[src/rtl/sync_fifo.sv]
// Single-clock FWFT FIFO, Depth x DataWidth, decoupling producer and consumer in one clock domain.
// Latency: a written word is visible on o_rd_data the cycle after its write edge; reads are zero-latency.
// Backpressure: producer must respect o_full, consumer o_empty; ignored requests are dropped (optional sticky error flags).
//
// Optional feature macro: SYNC_FIFO_ERR_FLAGS_EN adds the sticky o_overflow / o_underflow outputs.

module sync_fifo #(
    parameter int DataWidth = 8,
    parameter int Depth     = 8
) (
    input  logic                 i_clk,
    input  logic                 i_rst,
    input  logic [DataWidth-1:0] i_wr_data,
    input  logic                 i_wr_en,
    input  logic                 i_rd_en,
    output logic [DataWidth-1:0] o_rd_data,
    output logic                 o_full,
    output logic                 o_empty
`ifdef SYNC_FIFO_ERR_FLAGS_EN
    ,
    output logic                 o_overflow,
    output logic                 o_underflow
`endif
);

    // Pointers carry one extra MSB so that equal low bits can mean either empty or full.
    localparam int AddrW = $clog2(Depth);
    localparam int PtrW  = AddrW + 1;

    logic [DataWidth-1:0] mem [Depth];
    logic [PtrW-1:0]      wr_ptr;
    logic [PtrW-1:0]      rd_ptr;
    logic [AddrW-1:0]     wr_idx;
    logic [AddrW-1:0]     rd_idx;
    logic                 wr_accept;
    logic                 rd_accept;

    assign wr_idx = wr_ptr[AddrW-1:0];
    assign rd_idx = rd_ptr[AddrW-1:0];

    // Status flags derived purely from the pointers; each request is judged against these pre-edge values.
    always_comb begin
        o_empty   = (wr_ptr == rd_ptr);
        o_full    = (wr_ptr[AddrW] != rd_ptr[AddrW]) && (wr_idx == rd_idx);
        wr_accept = i_wr_en && !o_full;
        rd_accept = i_rd_en && !o_empty;
    end

    // First-word-fall-through: the head entry is driven straight out of the array.
    assign o_rd_data = mem[rd_idx];

    // Pointer update; reset wins over any concurrent access.
    always_ff @(posedge i_clk) begin
        if (i_rst) begin
            wr_ptr <= '0;
            rd_ptr <= '0;
        end else begin
            if (wr_accept) begin
                wr_ptr <= wr_ptr + PtrW'(1);
            end
            if (rd_accept) begin
                rd_ptr <= rd_ptr + PtrW'(1);
            end
        end
    end

    // Storage write; contents are left alone by reset, and a write coinciding with reset is discarded.
    always_ff @(posedge i_clk) begin
        if (!i_rst && wr_accept) begin
            mem[wr_idx] <= i_wr_data;
        end
    end

`ifdef SYNC_FIFO_ERR_FLAGS_EN
    // Sticky error flags: set on a refused request, cleared only by reset.
    always_ff @(posedge i_clk) begin
        if (i_rst) begin
            o_overflow  <= 1'b0;
            o_underflow <= 1'b0;
        end else begin
            if (i_wr_en && o_full) begin
                o_overflow <= 1'b1;
            end
            if (i_rd_en && o_empty) begin
                o_underflow <= 1'b1;
            end
        end
    end
`endif

endmodule

[config.mk]
export PLATFORM = sky130hd
export DESIGN_NAME = sync_fifo
export DESIGN_NICKNAME = d
export VERILOG_FILES = /design/src/rtl/sync_fifo.sv
export SDC_FILE = /design/constraint.sdc
export NUM_CORES = 1
export LEC_CHECK = 0
export ABC_AREA = 1
export CORE_MARGIN = 1
export CORE_UTILIZATION = 58
export DETAILED_ROUTE_END_ITERATION = 16
export MAX_ROUTING_LAYER = met4
export PLACE_DENSITY_LB_ADDON = 0.1
export RECOVER_POWER = 25
export SLEW_MARGIN = 30
export SYNTH_ARGS = -nofsm -noshare
export SYNTH_HDL_FRONTEND = slang
export SYNTH_SLANG_ARGS = --single-unit
export TNS_END_PERCENT = 20
[constraint.sdc]
create_clock -name i_clk -period 2.2 [get_ports i_clk]
set_input_delay 0.44 -clock i_clk [delete_from_list [all_inputs] [get_ports i_clk]]
set_output_delay 0.44 -clock i_clk [all_outputs]
set_load 0.01 [all_outputs]
# After elaboration in Yosys (flattened, before gate mapping)

Memories as Yosys holds them, arrays and structs flattened. A register that Yosys moved wholly into a read port is not among the register bits.
Cells that the tools add are included.

Add/subtract/negate cells: 2
Multiply operators: 0
Div/mod/pow operators: 0
Magnitude comparators: 0
Eq/ne operators: 3
Shifts and indexed selects: 0
Mux-type cells: 4
Bitwise operators: 0
Reductions and logical operators: 7

Operators with widths:

| cell                                                          | number |
|---|---|
| 4-bit by 1-bit adder with 4-bit output, second input constant | 2 |
| 3-bit two-way mux                                             | 2 |
| 4-bit equality test                                           | 1 |
| 1-bit logical AND                                             | 4 |
| 3-bit equality test                                           | 1 |
| 1-bit zero test                                               | 3 |
| 1-bit two-way mux                                             | 2 |
| 1-bit != test                                                 | 1 |

Register bits: 8
Bits in latches: 0
Memory bits (writable): 64
ROM bits: 0
Input bits: 12
Output and inout bits: 10
Logic and storage cells: 19
Memories: 1

Memories:

| name | depth | bits a word | read ports | clocked after Yosys merged registers in | wr ports | line | source |
|---|---|---|---|---|---|---|---|
| mem  | 8     | 8           | 1          | 1                                       | 1        | 30   | `logic [DataWidth-1:0] mem [Depth];` |

# Logic depth before layout (Yosys ltp)

Depth after elaboration: 7
Depth in mapped cells: 9
Gate-level depth less buffers: 9

# Worst setup path before layout

OpenSTA, ideal clock, no wires.

Path kind: register -> register
From: reg wr_ptr[0]
To: mem mem[1][0], enable pin
Library setup time: 370 ps
Arrival: 1,309 ps
Data required time: 1,830 ps
Setup slack: 521 ps
Cell stages (with the launch flop): 9
Buffers on the path: 0
Clock period less this slack: 1,679 ps
Cells stage by stage: dfxtp_1 inv_2 nand2_2 nand2_2 nand4_4 nand2_4 inv_2 nand2_2 nor2_1

Word-level cells in the longest chain between the ends: 7

Ends and longest elaborated chain:

| what                                    | line | source |
|---|---|---|
| start, declared                         | 31   | `logic [PtrW-1:0] wr_ptr;` |
| start signal, assigned                  | 59   | `wr_ptr <= wr_ptr + PtrW'(1);` |
| 3-bit equality test                     | 44   | `o_full = (wr_ptr[AddrW] != rd_ptr[AddrW]) && (wr_idx == rd_idx);` |
| 1-bit logical AND                       | 44   |  |
| 1-bit zero test                         | 45   | `wr_accept = i_wr_en && !o_full;` |
| 1-bit logical AND                       | 45   |  |
| 1-bit logical AND                       | 69   | `if (!i_rst && wr_accept) begin` |
| 1-bit two-way mux                       | 69   |  |
| 1-bit two-way mux (not written as such) | 70   | `mem[wr_idx] <= i_wr_data;` |
| end, declared                           | 30   |  |

Parallel ways exist; a longest one is shown, timed or not.

==> metrics.yaml <==
floorplanning:
  core_um2: 5172
  rows: 26
  die-area_um2: 5744
  ioPinCount: 22
  fp.dieH_um: 75.79
  die_w_um: 75.79
  start_util_pct: 61.05
logic_synthesis:
  yosys_most_used_dff: "edfxtp_1"
  ys_async_sr_fraction_pct: 0
  yosys.cell_types.count: 21
  ys_seq_elements: 75
  synth_edf_count: 64
  synth_fp_nets: 312
  syn_area_um2: 3158
  seq_area_frac_synth_pct: 67.83
  yosysWarningCount: 0
  postSynthCellCount: 298
  avgSynthCellArea_um2: 10.60
route:
  route.detailed.drc: 0
  wl_per_cell_um: 14.59
  drt_wl_total_um: 6084
  drt_first_pass_iters: 4
  routed_via_density: 5.247
  vias: 2188
  ant_nets: 0
  drt_iter0_drc: 175
clocking:
  cts_sinks: 75
  ctsHoldBuffers: 0
  htreeDepth: 3
  cts-root-buf: "clkbuf_8"
  cts_buffer_depth: 2
  cts_tree: "done"
  clk_latency_ns: 0.34
  cts_buffers: 9
  path_clk_slew_ns: 0.07
critical_path:
  cp_data_required_time_ns: 1.76
  critPathMaxFanout: 10
  worstSetupPathType: "flip-flop to output pin"
  crit_arrival_ns: 1.65
  worstReg2RegStart: "wr_ptr[2]"
  critPathCaptureType: "output pin"
  r2r_end: "mem[1][1]"
  worst_setup_path_start_kind: "flip-flop"
  ff2ff_path_depth: 10
  r2r_slack_ns: 0.46
sta:
  fin_crit_sh_pct: 94.93
  skew_ns: 0.006975
  layout_setup_ws_ns: 0.1116
  timing.hold.ws_ns: 0.5183
  finalMaxSlewViolations: 0
  fmax_mhz: 478.8
  worstMarginPinSlew_ns: 0.3937
  hold_viol_final: 0
  relSlewSlack_pct: 73.72
  finalSetupViolCount: 0
  layout_min_cycle_time_ns: 2.088
power:
  powerDensity_nw_per_um2: 864.1
  leakagePower_uw: 0.001500
  peakVddDrop_mv: 0.5701
grt:
  grt_pass1_wl_um: 9404
  antenna_found_initial: 0
  grt_pass1_vias: 2059
  grt_start_max_net_pins: 33
  grt_overflow: 0
  grt_util_all_layers_pct: 24.36
worst_hold_path:
  hold_path_end: "rd_ptr[3]"
  hold_start: "rd_ptr[3]"
  whs_path_depth: 2
  hold_path.class: "flip-flop to flip-flop"
layout:
  fillers: 350
  antenna-diode-count: 0
  nNetsFinal: 356
  drive_above_1_share_pct: 19.60
  mostFrequentLayoutCells: "65 x nor2_1, 64 x edfxtp_1, 44 x nand2_1"
  layout_commonest_cell: "nor2_1"
  area_delta_synth_final_pct: 22.62
status:
  status: "completed"
place:
  place_ws_ns: 0.1976
  place_congestion: 0.8242
  port_buffers: 21
  dp_hpwl_um: 3926
run:
  maxCapViolCount: 0
[kinds of logic after synthesis]
kind of cell	count (synthesis)	synth area share, %
AND/OR/NAND/NOR	134	18.38
flip-flops	75	67.83
buffers and inverters	31	3.882
adder cells (fa/ha/maj)	2	0.7923
AO/OA/AOI/OAI	56	9.113
[state kept, by name, indices dropped and copies added, names as in the netlist, named ones only]
| register | cells |
|---|---|
| mem | 64 |
| wr_ptr | 4 |
| rd_ptr | 4 |
[worst max-delay path by stage]
| stage | slack (ns) | start | end | cells after the start |
|---|---|---|---|---|
| 2_1_floorplan | 0.52 | wr_ptr[0] | mem[1][0] | 8 |
| 3_3_place_gp | 0.24 | flip-flop | o_rd_data[3] | 8 |
| 3_5_place_dp | 0.20 | flip-flop | o_rd_data[6] | 8 |
| 4_1_cts | -0.1 | flip-flop | o_rd_data[0] | 7 |
| 5_1_grt | -0.003 | flip-flop | o_rd_data[3] | 9 |
| 6_report | 0.11 | flip-flop | o_rd_data[7] | 7 |
[critical path, stage by stage (launching register included)]
cell and delay (ns):
dfxtp_4 0.41, inv_6 0.06, buf_4 0.16, o21ai_0 0.16
o21ai_0 0.11, nand2_1 0.09, nand2_1 0.05, dlygate4sd2_1 0.27
[cells in the mapped netlist, types with 5 or more instances]
| library cell | instances | area share [%] |
|---|---|---|
| nand3_1 | 11 | 1.7 |
| o21ai_0 | 20 | 3.2 |
| a21oi_1 | 6 | 0.95 |
| inv_1 | 13 | 1.5 |
| nor2_1 | 66 | 7.8 |
| nand2_1 | 45 | 5.3 |
| dfxtp_1 | 11 | 7.0 |
| buf_2 | 5 | 0.79 |
| inv_2 | 6 | 0.71 |
| clkbuf_1 | 6 | 0.71 |
| edfxtp_1 | 64 | 61 |
| o21ai_1 | 28 | 4.4 |
| nand2_2 | 6 | 1.2 |
[layout make-up]
type | instances | area (um2) | share of cell area, %
clock inverters | 6 | 105.1 | 2.714
well taps | 70 | 87.58 | 2.262
inverters | 20 | 80.08 | 2.068
flip-flops and latches | 75 | 2157 | 55.70
multi-input cells | 192 | 898.4 | 23.20
repair buffers | 44 | 416.7 | 10.76
clock buffers | 10 | 127.6 | 3.296
[layer usage]
metal | GRT usage [%] | wire, um | up-vias
li1 | - | - | 1098
met3 | 5.291 | 236 | 19
met5 | - | 0 | -
met2 | 39.72 | 3105 | 52
met4 | 13.79 | 178 | 0
met1 | 27.90 | 2564 | 1019
[power by group]
group | leakage [uW] | internal, uW | switching [uW]
clock | 0.000120 | 748 | 474
combinational | 0.000708 | 224 | 296
sequential | 0.000672 | 1580 | 28.9
[metrics by stage]
stage	area [um2]	TNS [ns]	util [%]	power, uW	std cells
after floorplan	3158	0	-	1934	298
after global placement	3578	0	69.18	2134	399
after detailed placement	3578	0	69.18	2150	399
after CTS	3851	-0.3252	74.46	3362	416
after global routing	3872	-0.003386	74.87	3489	417
final	3872	0	74.87	3346	417
[timing repair]
action | CTS | global route
gates resized for setup | 22 | 10
endpoints found under the hold margin | 0 | 0
endpoints found under the setup margin | 10 | 5
gates cloned | 1 | 0
pin swaps | 1 | 0
setup buffers | 0 | 1
(Power assumes the default switching activity.)
